[src/rtl/grf_arb_pkg.sv]
// Shared types for the general register file write-port arbiter.
package grf_arb_pkg;

  typedef enum logic {
    ARB   = 1'b0,
    FORCE = 1'b1
  } arb_state_e;

  localparam logic [4:0] REG_ZERO = 5'd0;

  typedef struct packed {
    logic [4:0]  addr;
    logic [31:0] data;
    logic [31:0] pc;
  } wr_req_t;

endpackage

[src/rtl/grf_arb_fifo.sv]
// Small synchronous FIFO of register write requests for long-latency results.
// DEPTH must be a power of two so the pointers wrap naturally.
module grf_arb_fifo
  import grf_arb_pkg::*;
#(
  parameter int DEPTH = 2
) (
  input  logic                     clk,
  input  logic                     reset,
  input  logic                     push_valid_i,
  output logic                     push_ready_o,
  input  wr_req_t                  push_data_i,
  input  logic                     pop_i,
  output wr_req_t                  head_o,
  output logic                     empty_o,
  output logic                     full_o,
  output logic [$clog2(DEPTH):0]   count_o
);

  localparam int PW = $clog2(DEPTH);

  wr_req_t         mem_q [DEPTH];
  logic [PW-1:0]   wrPtr_q;
  logic [PW-1:0]   rdPtr_q;
  logic [PW:0]     count_q;
  logic            pushFire;
  logic            popFire;

  assign full_o       = (count_q == (PW+1)'(DEPTH));
  assign empty_o      = (count_q == '0);
  assign push_ready_o = !full_o;
  assign count_o      = count_q;
  assign head_o       = mem_q[rdPtr_q];
  assign pushFire     = push_valid_i && !full_o;
  assign popFire      = pop_i && !empty_o;

  // Pointer and occupancy bookkeeping; a simultaneous push and pop leaves the count alone.
  always_ff @(posedge clk or posedge reset) begin
    if (reset) begin
      wrPtr_q <= '0;
      rdPtr_q <= '0;
      count_q <= '0;
    end else begin
      if (pushFire) wrPtr_q <= wrPtr_q + PW'(1);
      if (popFire)  rdPtr_q <= rdPtr_q + PW'(1);
      if (pushFire && !popFire)      count_q <= count_q + (PW+1)'(1);
      else if (popFire && !pushFire) count_q <= count_q - (PW+1)'(1);
    end
  end

  // Storage needs no reset: an entry is only read after it has been written.
  always_ff @(posedge clk) begin
    if (pushFire) mem_q[wrPtr_q] <= push_data_i;
  end

endmodule

[src/rtl/grf_wb_arbiter.sv]
// Write-port arbiter and pending scoreboard for the general register file.
// The pipeline write-back owns the port; queued long-latency results take idle
// cycles, and a one-cycle FORCE hold drains the FIFO when it has starved too long.
// Optional macro GRF_ARB_TRACE_EN prints every committed write.
module grf_wb_arbiter
  import grf_arb_pkg::*;
#(
  parameter int DEPTH        = 2,
  parameter int STARVE_LIMIT = 4
) (
  input  logic        clk,
  input  logic        reset,
  input  logic        wb_we,
  input  logic [4:0]  wb_addr,
  input  logic [31:0] wb_data,
  input  logic [31:0] wb_pc,
  output logic        wb_hold,
  input  logic        lu_valid,
  output logic        lu_ready,
  input  logic [4:0]  lu_addr,
  input  logic [31:0] lu_data,
  input  logic [31:0] lu_pc,
  input  logic        iss_valid,
  input  logic [4:0]  iss_addr,
  input  logic [4:0]  A1,
  input  logic [4:0]  A2,
  output logic        iss_stall,
  output logic        RegWrite,
  output logic [4:0]  Waddr,
  output logic [31:0] WData,
  output logic [31:0] PC
);

  localparam int CW = $clog2(DEPTH) + 1;
  localparam int SW = $clog2(STARVE_LIMIT + 1);
  localparam logic [SW-1:0] STARVE_LAST = SW'(STARVE_LIMIT - 1);

  arb_state_e      state_q, state_d;
  logic [SW-1:0]   starveCnt_q, starveCnt_d;
  logic [31:0]     pending_q, pending_d;

  wr_req_t         luReq;
  wr_req_t         fifoHead;
  logic            fifoPushReady;
  logic            fifoEmpty;
  logic            fifoFull;
  logic [CW-1:0]   fifoCount;
  logic            pipeReq;
  logic            grantPipe;
  logic            grantFifo;
  logic            issSet;

  assign luReq.addr = lu_addr;
  assign luReq.data = lu_data;
  assign luReq.pc   = lu_pc;

  // Writes to $0 are acknowledged but never take a FIFO slot.
  grf_arb_fifo #(
    .DEPTH(DEPTH)
  ) u_fifo (
    .clk         (clk),
    .reset       (reset),
    .push_valid_i(lu_valid && (lu_addr != REG_ZERO)),
    .push_ready_o(fifoPushReady),
    .push_data_i (luReq),
    .pop_i       (grantFifo),
    .head_o      (fifoHead),
    .empty_o     (fifoEmpty),
    .full_o      (fifoFull),
    .count_o     (fifoCount)
  );

  assign lu_ready  = fifoPushReady;
  assign wb_hold   = (state_q == FORCE);
  assign pipeReq   = wb_we && (wb_addr != REG_ZERO);
  assign iss_stall = pending_q[A1] | pending_q[A2] | (iss_valid & pending_q[iss_addr]);
  assign issSet    = iss_valid && !iss_stall && (iss_addr != REG_ZERO);

  // Grant selection, starvation tracking, FSM next state and scoreboard update.
  always_comb begin
    grantPipe   = 1'b0;
    grantFifo   = 1'b0;
    state_d     = state_q;
    starveCnt_d = starveCnt_q;
    pending_d   = pending_q;
    case (state_q)
      ARB: begin
        if (pipeReq)         grantPipe = 1'b1;
        else if (!fifoEmpty) grantFifo = 1'b1;
        if (grantPipe && !fifoEmpty && (starveCnt_q == STARVE_LAST)) state_d = FORCE;
      end
      FORCE: begin
        grantFifo = !fifoEmpty;
        state_d   = ARB;
      end
    endcase
    if (grantFifo || fifoEmpty) starveCnt_d = '0;
    else if (grantPipe)         starveCnt_d = starveCnt_q + SW'(1);
    if (issSet)    pending_d[iss_addr]      = 1'b1;
    if (grantFifo) pending_d[fifoHead.addr] = 1'b0;
    pending_d[0] = 1'b0;
  end

  // State, starvation counter and scoreboard registers.
  always_ff @(posedge clk or posedge reset) begin
    if (reset) begin
      state_q     <= ARB;
      starveCnt_q <= '0;
      pending_q   <= '0;
    end else begin
      state_q     <= state_d;
      starveCnt_q <= starveCnt_d;
      pending_q   <= pending_d;
    end
  end

  // Register-file port mux driven by whichever source holds the grant.
  always_comb begin
    RegWrite = !reset && (grantPipe || grantFifo);
    Waddr    = wb_addr;
    WData    = wb_data;
    PC       = wb_pc;
    if (grantFifo) begin
      Waddr = fifoHead.addr;
      WData = fifoHead.data;
      PC    = fifoHead.pc;
    end
  end

  // The pipeline must not write while held; such a write would be dropped.
  assert property (@(posedge clk) disable iff (reset) (state_q == FORCE) |-> !wb_we);

  // FIFO status outputs must stay mutually consistent.
  assert property (@(posedge clk) disable iff (reset)
                   (fifoFull != fifoPushReady) && (fifoCount <= CW'(DEPTH)));

`ifdef GRF_ARB_TRACE_EN
  // Commit trace, plus a marker whenever a starvation drain begins.
  always @(posedge clk) begin
    if (RegWrite) $display("%d@%h: $%d <= %h", $time, PC, Waddr, WData);
    if (!reset && (state_q == ARB) && (state_d == FORCE))
      $display("%d: entering FORCE to drain $%d", $time, fifoHead.addr);
  end
`else
  // Trace disabled: no simulation output from this block.
`endif

endmodule
[config.mk]
export PLATFORM = sky130hd
export DESIGN_NAME = grf_wb_arbiter
export DESIGN_NICKNAME = d
export VERILOG_FILES = /design/src/rtl/grf_arb_pkg.sv /design/src/rtl/grf_arb_fifo.sv /design/src/rtl/grf_wb_arbiter.sv
export SDC_FILE = /design/constraint.sdc
export NUM_CORES = 1
export LEC_CHECK = 0
export ABC_AREA = 1
export ABC_CLOCK_PERIOD_IN_PS = 11700
export BUFFER_PORTS_ARGS = -buffer_cell sky130_fd_sc_hd__clkbuf_2
export CORE_ASPECT_RATIO = 1.5
export CORE_MARGIN = 2
export CORE_UTILIZATION = 30
export CTS_CLUSTER_SIZE = 12
export DETAILED_ROUTE_END_ITERATION = 7
export HOLD_SLACK_MARGIN = 0.12
export PLACE_DENSITY = 0.47
export SYNTH_ARGS = -nofsm -noshare
export SYNTH_HDL_FRONTEND = slang
export SYNTH_SLANG_ARGS = --single-unit
[constraint.sdc]
create_clock -name clk -period 11.7 [get_ports clk]
set_input_delay 1.755 -clock clk [delete_from_list [all_inputs] [get_ports clk]]
set_output_delay 1.755 -clock clk [all_outputs]
set_load 0.01 [all_outputs]
==> out/metrics.cfg, run 1 <==
[outcome]
status=complete, no violations

[routing]
drtPass1Iterations=5
drt_iter0_drc=384
wl_per_cell_um=18.2
num_vias=7476
drt_wl_total_um=27900
ant_nets=0
viasPerCell=4.87
drc=0

[sta]
finalCritPeriodShare_pct=52.3
finalCriticalPeriod_ns=6.12
setup_violations=0
layout_setup_ws_ns=5.58
fin_skew_ns=0.00997
rsz0062_at_grt=false
holdWs_ns=0.439
tns_ns=0
maxSlewHeadroom_pct=16.0
worst_slew_pin_slew_ns=1.26
fmax_ghz=0.163
final_max_slew_viol_count=0
hold_viol=0

[synthesis]
syn_nets=1122
ys_ff_latch=177
ys.flop_type=edfxtp_1
netlist_instances=961
synth_seq_area_share_pct=59.1
async_reset_ff_share_pct=22.0
yosysUniqueCellTypes=30
syn_avg_cell_area_um2=9.01
yosysWarningCount=0
synth_edf_count=138
synth_area_mm2=0.00866

[global_route]
grt_pass1_vias=7616
grtUsageTotal_pct=18.6
met2_usage_pct=32.5
grt.met1_usage_pct=20.6
grt_overflow=0
antenna_found_initial=6
use_met3_pct=5.45
grt_pass1_wl_um=42000
grt_max_degree=75
grt_busiest_layer=met2

[pwr]
powerDensity_mw_per_mm2=228
vdd.ir_drop.worst_uv=118
p_leak_nw=4.57

[layout]
drive_above_1_share_pct=25.0
fillers=2993
syn2layout_area_growth_pct=22.8
fin_nets=1331

[setup_path]
cp_max_fo=74
required_ns=9.95
path_class=primary input to primary output
end_kind=primary output
start_kind=primary input
cp.arrival_ns=4.36

[clocking]
clock_path_buffers=2
post_cts_resized=0
post_cts_buffers=0
cts_root_buf=clkbuf_16
cts.clk_slew.worst_paths_ns=0.07
hold_buffers=0
cts_sinks=177
clk_latency_ns=0.43
htreeDepth=4
cts_tree=built
numCtsBuffers=17

[floorplan]
die-area_mm2=0.0303
num_rows=76
core_area_mm2=0.0285
die_w_um=143
start_util_pct=30.4
die_y_um=212
io_pins=231

[worst_hold_path]
hold_path_class=register to register

[placed_design]
place_congestion=0.919
pre_cts_ws_ns=5.59
port_buffers=230
dpl.hpwl_um=19600

[run]
maxCapViolCount=0

==> worst paths after layout <==
check	from	depth (start not counted)	slack (ns)	end
worst max-delay path	wb_addr[0]	10	5.58	PC[11]
worst min-delay path	starveCnt_q[0]	1	0.44	starveCnt_q[0]
worst max register to register	u_fifo.rdPtr_q	8	8.02	pending_q[30]
worst min register to register	starveCnt_q[0]	1	0.44	starveCnt_q[0]
max in group asynchronous	reset	3	9.83	u_fifo.rdPtr_q
min in group asynchronous	reset	3	1.47	wb_hold
==> logic make-up (layout without fill, tap and decap cells) <==
logic type / after synthesis / in the layout / share of synthesized area [%]
buffers and inverters: 121 / 342 / 6.59
AOI/OAI and AO/OA: 123 / 123 / 8.23
xor gates and xnor gates: 3 / 3 / 0.303
DFF: 177 / 177 / 59.1
other: 0 / 3 / 0
adders and majority gates: 3 / 3 / 0.433
and+or+nand+nor: 534 / 534 / 25.3
==> worst max-delay path, stage by stage <==
cell	delay, ns
clkbuf_2	0.11
nor2_1	0.13
nand2_1	0.06
o211ai_1	0.21
nand2_1	0.41
inv_4	0.56
buf_4	0.63
nor2_1	0.09
a31oi_1	0.18
clkbuf_2	0.16
==> per-layer routing <==
layer / up-vias / part of all wire [%] / routed length (um)
li1: 3647 / - / -
met1: 3500 / 37 / 10400
met2: 258 / 51 / 14300
met3: 63 / 7.7 / 2140
met4: 8 / 3.8 / 1060
met5: - / 0.20 / 56
==> power breakdown <==
part	leakage [nW]	switching, mW	internal [mW]	total [mW]
clock	0.287	0.272	0.306	0.578
sequential	1.73	0.0660	0.870	0.936
combinational	2.56	0.637	0.274	0.910
total	4.57	0.975	1.45	2.42
==> area by class of cell <==
type / count / area [um2] / share of cell area (%)
repair buffers: 236 / 1200 / 11.2
diodes: 3 / 7.51 / 0.0706
inverters: 75 / 289 / 2.72
flip-flops and latches: 177 / 5120 / 48.1
clock inverters: 14 / 171 / 1.61
multi-input cells: 663 / 2990 / 28.1
well taps: 351 / 439 / 4.13
clock buffers: 17 / 425 / 4.00
==> state kept, by name, summed over array words and instances, names as in the netlist <==
| signal | flops |
|---|---|
| wb_hold | 1 |
| u_fifo.wrPtr_q | 1 |
| u_fifo.mem_q | 138 |
| pending_q | 31 |
| starveCnt_q | 3 |
| u_fifo.count_o | 2 |
| u_fifo.rdPtr_q | 1 |
==> Yosys cell counts, types with 3 or more instances <==
cell type,instances,share of area (%)
o21ai_0,14,0.81
or2_2,5,0.36
a31oi_1,64,4.6
nand3_1,81,4.7
inv_2,6,0.26
a21oi_1,31,1.8
nand2_1,279,12
nor3_1,11,0.64
edfxtp_1,138,48
o21ai_1,8,0.46
buf_2,15,0.87
buf_6,12,1.6
inv_1,66,2.9
clkbuf_1,17,0.74
dfrtp_1,39,11
nor2_1,148,6.4
nand3_2,9,1.0
ha_1,3,0.43
==> cell usage in the layout, fill, tap and decap left out, types with 6 or more instances in the layout <==
master     instances
clkbuf_16         17
dfrtp_1           38
nor3_1            11
inv_1             65
inv_8              6
clkbuf_2         230
nand3_1           81
nand2_1          279
o21ai_0           14
buf_4              6
nor2_1           146
edfxtp_1         138
a31oi_1           64
nand3_2            9
o21ai_1            8
a21oi_1           31
==> per-stage QoR <==
| stage | power (mW) | instances | util [%] | cell area, um2 |
|---|---|---|---|---|
| floorplan | 1.53 | 961 | - | 8660 |
| global placement | 1.88 | 1502 | 35.2 | 10000 |
| detailed placement | 1.87 | 1502 | 35.2 | 10000 |
| CTS | 2.46 | 1533 | 37.3 | 10600 |
| global route | 2.59 | 1535 | 37.3 | 10600 |
| finish | 2.42 | 1536 | 37.3 | 10600 |
No activity file was read; power rests on OpenSTA's default activity.
==> run 2, diff against run 1 <==
--- a/config.mk
+++ b/config.mk
@@ -6,7 +6,7 @@
 export NUM_CORES = 1
 export LEC_CHECK = 0
 export ABC_AREA = 1
-export ABC_CLOCK_PERIOD_IN_PS = 11700
+export ABC_CLOCK_PERIOD_IN_PS = 5000
 export BUFFER_PORTS_ARGS = -buffer_cell sky130_fd_sc_hd__clkbuf_2
 export CORE_ASPECT_RATIO = 1.5
 export CORE_MARGIN = 2
@@ -14,7 +14,7 @@
 export CTS_CLUSTER_SIZE = 12
 export DETAILED_ROUTE_END_ITERATION = 7
 export HOLD_SLACK_MARGIN = 0.12
-export PLACE_DENSITY = 0.47
+export PLACE_DENSITY = 0.49
 export SYNTH_ARGS = -nofsm -noshare
 export SYNTH_HDL_FRONTEND = slang
 export SYNTH_SLANG_ARGS = --single-unit
==> constraint.sdc (replaced) <==
create_clock -name clk -period 5 [get_ports clk]
set_input_delay 0.75 -clock clk [delete_from_list [all_inputs] [get_ports clk]]
set_output_delay 0.75 -clock clk [all_outputs]
set_load 0.01 [all_outputs]
==> run 2 against run 1 <==
  * Wire length is 4.2% lower
  * Global-route usage is 0.85 points lower
  * Via count is 0.49% higher
  * Die area stayed put
  * Critical endpoint is now iss_stall
  * Clock skew hardly changed
==> out/metrics.cfg, run 2 (synthesis gave the netlist of run 1 again) <==
[sta]
setup_violations=0  ; unchanged
maxSlewHeadroom_pct=21.4  ; was 16.0%
finalCriticalPeriod_ns=3.46
worst_slew_pin_slew_ns=1.18  ; was 1.26 ns
tns_ns=0  ; unchanged
final_max_slew_viol_count=0  ; unchanged
rsz0062_at_grt=false  ; unchanged
fmax_ghz=0.289
hold_viol=0  ; unchanged
finalCritPeriodShare_pct=69.2
holdWs_ns=0.432  ; was 0.439 ns
fin_skew_ns=0.0103  ; was 0.00997 ns

[floorplan]
die_y_um=212  ; unchanged
io_pins=231  ; unchanged
num_rows=76  ; unchanged
die-area_mm2=0.0303  ; unchanged
core_area_mm2=0.0285  ; unchanged
start_util_pct=30.4  ; unchanged
die_w_um=143  ; unchanged

[global_route]
grt_pass1_vias=7507  ; was 7616
grt_overflow=0  ; unchanged
grt_pass1_wl_um=40500  ; was 42000 um
grt_max_degree=71  ; was 75
antenna_found_initial=6  ; unchanged
grtUsageTotal_pct=17.8  ; was 18.6%

[clocking]
clk_latency_ns=0.43  ; about the same
htreeDepth=4  ; unchanged
numCtsBuffers=17  ; unchanged
cts_tree=built  ; unchanged
hold_buffers=0  ; unchanged
post_cts_buffers=0  ; unchanged
clock_path_buffers=2  ; unchanged
cts.clk_slew.worst_paths_ns=0.06  ; was 0.07 ns
post_cts_resized=0  ; unchanged
cts_root_buf=clkbuf_16  ; unchanged
cts_sinks=177  ; unchanged

[worst_hold_path]
hold_path_class=register to register  ; unchanged
worstHoldStart=starveCnt_q[0]  ; unchanged
min_path_cells=1  ; unchanged
min_to=starveCnt_q[0]  ; unchanged

[routing]
ant_nets=0  ; unchanged
drtPass1Iterations=5  ; unchanged
drt_wl_total_um=26700  ; was 27900 um
drt_iter0_drc=404  ; was 384
num_vias=7513  ; was 7476
wl_per_cell_um=17.4  ; was 18.2 um
viasPerCell=4.88  ; was 4.87
drc=0  ; unchanged

[layout]
drive_above_1_share_pct=25.3  ; was 25.0%
mostFrequentLayoutCells=279 x nand2_1, 230 x clkbuf_2, 146 x nor2_1  ; unchanged
syn2layout_area_growth_pct=23.4  ; was 22.8%
multi_input_area_mm2=0.00299  ; unchanged
mostFrequentLayoutCell=nand2_1  ; unchanged
largest_reg_flops=138  ; unchanged
fin_nets=1334  ; was 1331
fillers=2987  ; was 2993
top_regs=u_fifo.mem_q: 138 flops, pending_q: 31 flops, starveCnt_q: 3 flops  ; unchanged
seq_area_mm2=0.00512  ; unchanged
largest-register=u_fifo.mem_q  ; unchanged

[setup_path]
rr_worst_depth=7  ; was 8
cpLargestDelayFamily=buffers and inverters  ; unchanged
critPathMaxStageDelay_ns=0.45  ; was 0.63 ns
path_buf_inv=5  ; was 4
rr_startpoint=u_fifo.rdPtr_q  ; unchanged
cp_max_fo=32  ; was 74
cp.arrival_ns=2.71  ; was 4.36 ns
worst-r2r-setup-slack_ns=2.51  ; was 8.02 ns
path_common_cell=nand2_1
critPathSlowestCell=clkbuf_2  ; was buf_4
path_cells=clkbuf_2, inv_2, nand2_1, nand2_1, nand2_1, nand2_1, nand2_1, nand2_1, nor2_1, a21boi_1, nor2_4, buf_4, inv_1, clkbuf_2  ; was clkbuf_2, nor2_1, nand2_1, o211ai_1, nand2_1, inv_4, buf_4, nor2_1, a31oi_1, clkbuf_2
path_class=primary input to primary output  ; unchanged
end_kind=primary output  ; unchanged
required_ns=4.25  ; was 9.95 ns
start_kind=primary input  ; unchanged
rr_endpoint=pending_q[25]  ; was pending_q[30]

[run]
maxCapViolCount=0  ; unchanged

[pwr]
power.internal_mw=3.46  ; was 1.45 mW
seq_power_share_pct=38.4  ; was 38.6%
powerDensity_mw_per_mm2=536  ; was 228 mW/mm2
p_sw_mw=2.27  ; was 0.975 mW
p_leak_nw=4.60  ; was 4.57 nW
total_power_mw=5.73  ; was 2.42 mW
vdd.ir_drop.worst_uv=315  ; was 118 uV
swShare_pct=39.6  ; was 40.2%
pwr-share-clk_pct=24.2  ; was 23.8%
pwr-share-comb_pct=37.3  ; was 37.5%

[placed_design]
place_congestion=0.888  ; was 0.919
dpl.hpwl_um=19000  ; was 19600 um
port_buffers=230  ; unchanged

[outcome]
status=complete, no violations  ; unchanged

[run 2: power groups by stage]
stage          logic [mW]  registers, mW  clock network [mW]
6_report             2.14           2.20                1.39
5_1_grt              2.41           2.24                1.48
4_1_cts              2.19           2.20                1.42
3_5_place_dp         2.17           2.23                   0
3_3_place_gp         2.19           2.23                   0
2_1_floorplan        1.37           2.21                   0
[run 2: worst max-delay path by stage]
stage / startpoint / to / slack, ns / cells past startpoint
after global routing: iss_addr[0] / iss_stall / 1.29 / 14
after floorplan: lu_valid / u_fifo.mem_q[1][0] / 0.58 / 3
after global placement: iss_addr[1] / iss_stall / 1.49 / 13
final: iss_addr[0] / iss_stall / 1.54 / 14
after CTS: iss_addr[0] / iss_stall / 1.50 / 14
after detailed placement: iss_addr[0] / iss_stall / 1.50 / 14
[run 2: layer usage]
layer | vias up | global-route usage [%] | share of wire, %
li1 | 3645 | - | -
met1 | 3543 | 18.7 | 37
met2 | 261 | 32.0 | 52
met3 | 56 | 5.74 | 7.7
met4 | 8 | 7.89 | 3.1
met5 | - | 0 | 0.19
[run 2: final cells by class]
| cell class | instances | area share (%) |
|---|---|---|
| Antenna cell | 2 | 0.0468 |
| Clock inverter | 15 | 1.84 |
| Tap cell | 351 | 4.11 |
| Inverter | 75 | 2.69 |
| Multi-Input combinational cell | 663 | 27.9 |
| Clock buffer | 17 | 3.98 |
| Timing Repair Buffer | 239 | 11.5 |
| Sequential cell | 177 | 47.9 |
[run 2: stage by stage]
| step | setup slack [ns] | std cells | utilization (%) | instance area, um2 |
|---|---|---|---|---|
| after CTS | 1.50 | 1537 | 37.5 | 10700 |
| after global routing | 1.29 | 1539 | 37.5 | 10700 |
| final | 1.54 | 1539 | 37.5 | 10700 |
| after detailed placement | 1.50 | 1505 | 35.3 | 10100 |
| after global placement | 1.49 | 1505 | 35.3 | 10100 |
| after floorplan | 0.583 | 961 | - | 8660 |
==> run 3, diff against run 2 <==
--- a/config.mk
+++ b/config.mk
@@ -6,7 +6,7 @@
 export NUM_CORES = 1
 export LEC_CHECK = 0
 export ABC_AREA = 1
-export ABC_CLOCK_PERIOD_IN_PS = 5000
+export ABC_CLOCK_PERIOD_IN_PS = 3060
 export BUFFER_PORTS_ARGS = -buffer_cell sky130_fd_sc_hd__clkbuf_2
 export CORE_ASPECT_RATIO = 1.5
 export CORE_MARGIN = 2
==> constraint.sdc (replaced) <==
create_clock -name clk -period 3.06 [get_ports clk]
set_input_delay 0.459 -clock clk [delete_from_list [all_inputs] [get_ports clk]]
set_output_delay 0.459 -clock clk [all_outputs]
set_load 0.01 [all_outputs]
==> run 3 against run 2 <==
  * Sequential cell count stayed put
  * Global-route usage rose by 0.37 points
  * Hold slack lost 0.29 ns
  * Critical endpoint is now PC[5]
  * Register-to-register slack worse by 1.7 ns
  * Worst setup slack worse by 1.2 ns
  * Die area stayed put
  * Power increased by 66%
  * Critical path type is now register to primary output
  * Sequential power up 65%
  * Sequential share of layout area down 0.52 points
  * Count of clock-buffer cells in the layout grew 2
  * Final cell count is 0.52% higher
==> out/metrics.cfg, run 3 (synthesis gave the netlist of run 1 again) <==
[global_route]
grt_pass1_wl_um=40700  ; was 40500 um
grt_max_degree=71  ; unchanged
grt_pass1_vias=7527  ; was 7507
grtUsageTotal_pct=18.1  ; was 17.8%
antenna_found_initial=3  ; was 6
grt_overflow=0  ; unchanged

[layout]
mostFrequentLayoutCell=nand2_1  ; unchanged
multi_input_area_mm2=0.00299  ; unchanged
seq_area_mm2=0.00512  ; unchanged
final_cells=1547  ; was 1539
largest-register=u_fifo.mem_q  ; unchanged
largest_reg_flops=138  ; unchanged
fin_nets=1343  ; was 1334
fillers=2962  ; was 2987
top_regs=u_fifo.mem_q: 138 flops, pending_q: 31 flops, starveCnt_q: 3 flops  ; unchanged
postLayoutCoreUtil_pct=37.9  ; was 37.5%
drive_above_1_share_pct=25.6  ; was 25.3%
mostFrequentLayoutCells=279 x nand2_1, 230 x clkbuf_2, 146 x nor2_1  ; unchanged
stdcell_area_mm2=0.0108  ; was 0.0107 mm2
syn2layout_area_growth_pct=24.8  ; was 23.4%

[pwr]
powerDensity_mw_per_mm2=878  ; was 536 mW/mm2
p_leak_nw=4.65  ; was 4.60 nW
total_power_mw=9.49  ; was 5.73 mW
vdd.ir_drop.worst_uv=456  ; was 315 uV

[sta]
tns_ns=0  ; unchanged
holdWs_ns=0.137  ; was 0.432 ns
maxSlewHeadroom_pct=40.2  ; was 21.4%
final_max_slew_viol_count=0  ; unchanged
rsz0062_at_grt=false  ; unchanged
fin_skew_ns=0.0122  ; was 0.0103 ns
hold_viol=0  ; unchanged
finalCritPeriodShare_pct=87.9
finalCriticalPeriod_ns=2.69
setup_violations=0  ; unchanged
layout_setup_ws_ns=0.369  ; was 1.54 ns
worst_slew_pin_slew_ns=0.887  ; was 1.18 ns
fmax_ghz=0.372

[routing]
wl_per_cell_um=17.4  ; about the same
drc=0  ; unchanged
drt_wl_total_um=26900  ; was 26700 um
drtPass1Iterations=5  ; unchanged
ant_nets=0  ; unchanged
viasPerCell=4.88  ; about the same
drt_iter0_drc=379  ; was 404
num_vias=7548  ; was 7513

[clocking]
numCtsBuffers=17  ; unchanged
post_cts_resized=0  ; unchanged
cts.clk_slew.worst_paths_ns=0.07  ; was 0.06 ns
htreeDepth=4  ; unchanged
cts_tree=built  ; unchanged
cts_root_buf=clkbuf_16  ; unchanged
hold_buffers=0  ; unchanged
cts_sinks=177  ; unchanged
clk_latency_ns=0.45  ; was 0.43 ns
post_cts_buffers=0  ; unchanged
clock_path_buffers=2  ; unchanged

[setup_path]
path_class=register to primary output  ; was primary input to primary output
required_ns=2.60  ; was 4.25 ns
cp_max_fo=44  ; was 32
cp.arrival_ns=2.23  ; was 2.71 ns
end_kind=primary output  ; unchanged
start_kind=register  ; was primary input

[placed_design]
port_buffers=230  ; unchanged
dpl.hpwl_um=19900  ; was 19000 um
post_dp_cell_area_mm2=0.0102  ; was 0.0101 mm2
pre_cts_ws_ns=0.385  ; was 1.50 ns
dp_cells=1514  ; was 1505
place_congestion=0.884  ; was 0.888

[floorplan]
die_y_um=212  ; unchanged
num_rows=76  ; unchanged
start_util_pct=30.4  ; unchanged
die-area_mm2=0.0303  ; unchanged
io_pins=231  ; unchanged
die_w_um=143  ; unchanged
core_area_mm2=0.0285  ; unchanged

[run]
maxCapViolCount=0  ; unchanged

[outcome]
status=complete, no violations  ; unchanged

[worst_hold_path]
hold_path_class=primary input to async pin  ; was register to register

run 3: cell count changes in the layout (fill, tap and decap cells not counted):
cell        change
clkinv_8        -2
clkinv_1        +1
diode_2         -1
clkbuf_1        +2
buf_12          +5
buf_4           +4
clkinv_2        -1
clkinvlp_4      +2
inv_6           -2
inv_8           -1
bufinv_16       +1
run 3: power breakdown:
| part | switching [mW] | leakage, nW | internal (mW) |
|---|---|---|---|
| Combinational | 2.44 | 2.64 | 1.14 |
| Sequential | 0.301 | 1.73 | 3.32 |
| Clock | 0.982 | 0.287 | 1.30 |
run 3: layout make-up:
type | instances | share of cell area (%)
flip-flops and latches | 177 | 47.4
multi-input cells | 663 | 27.6
repair buffers | 248 | 12.6
clock inverters | 13 | 1.65
clock buffers | 19 | 4.00
well taps | 351 | 4.06
diodes | 1 | 0.0231
inverters | 75 | 2.66
run 3: path summary, 6_finish.rpt:
check,from,end,slack (ns),cells past startpoint
min in group clk,lu_data[8],u_fifo.mem_q[0][40],0.20,1
min reg2reg,starveCnt_q[0],starveCnt_q[0],0.44,1
max reg2reg,u_fifo.rdPtr_q,pending_q[18],0.85,5
min,reset,wb_hold,0.14,2
max in group asynchronous,reset,pending_q[27],2.11,3
max,u_fifo.rdPtr_q,PC[5],0.37,5
run 3: layer usage:
metal  track usage (%)  vias to the layer above  wire, um
met1              19.6                     3560     10200
met2              31.7                      256     13900
met4              8.50                        6       952
li1                  -                     3674         -
met5                 0                        -        35
met3              6.17                       52      1820
run 3: worst max-delay path, cell delays in order, from the launching register on:
cell,delay (ns)
dfrtp_2,0.36
buf_4,0.31
buf_4,0.52
nand2_1,0.09
a31oi_1,0.28
clkbuf_2,0.19
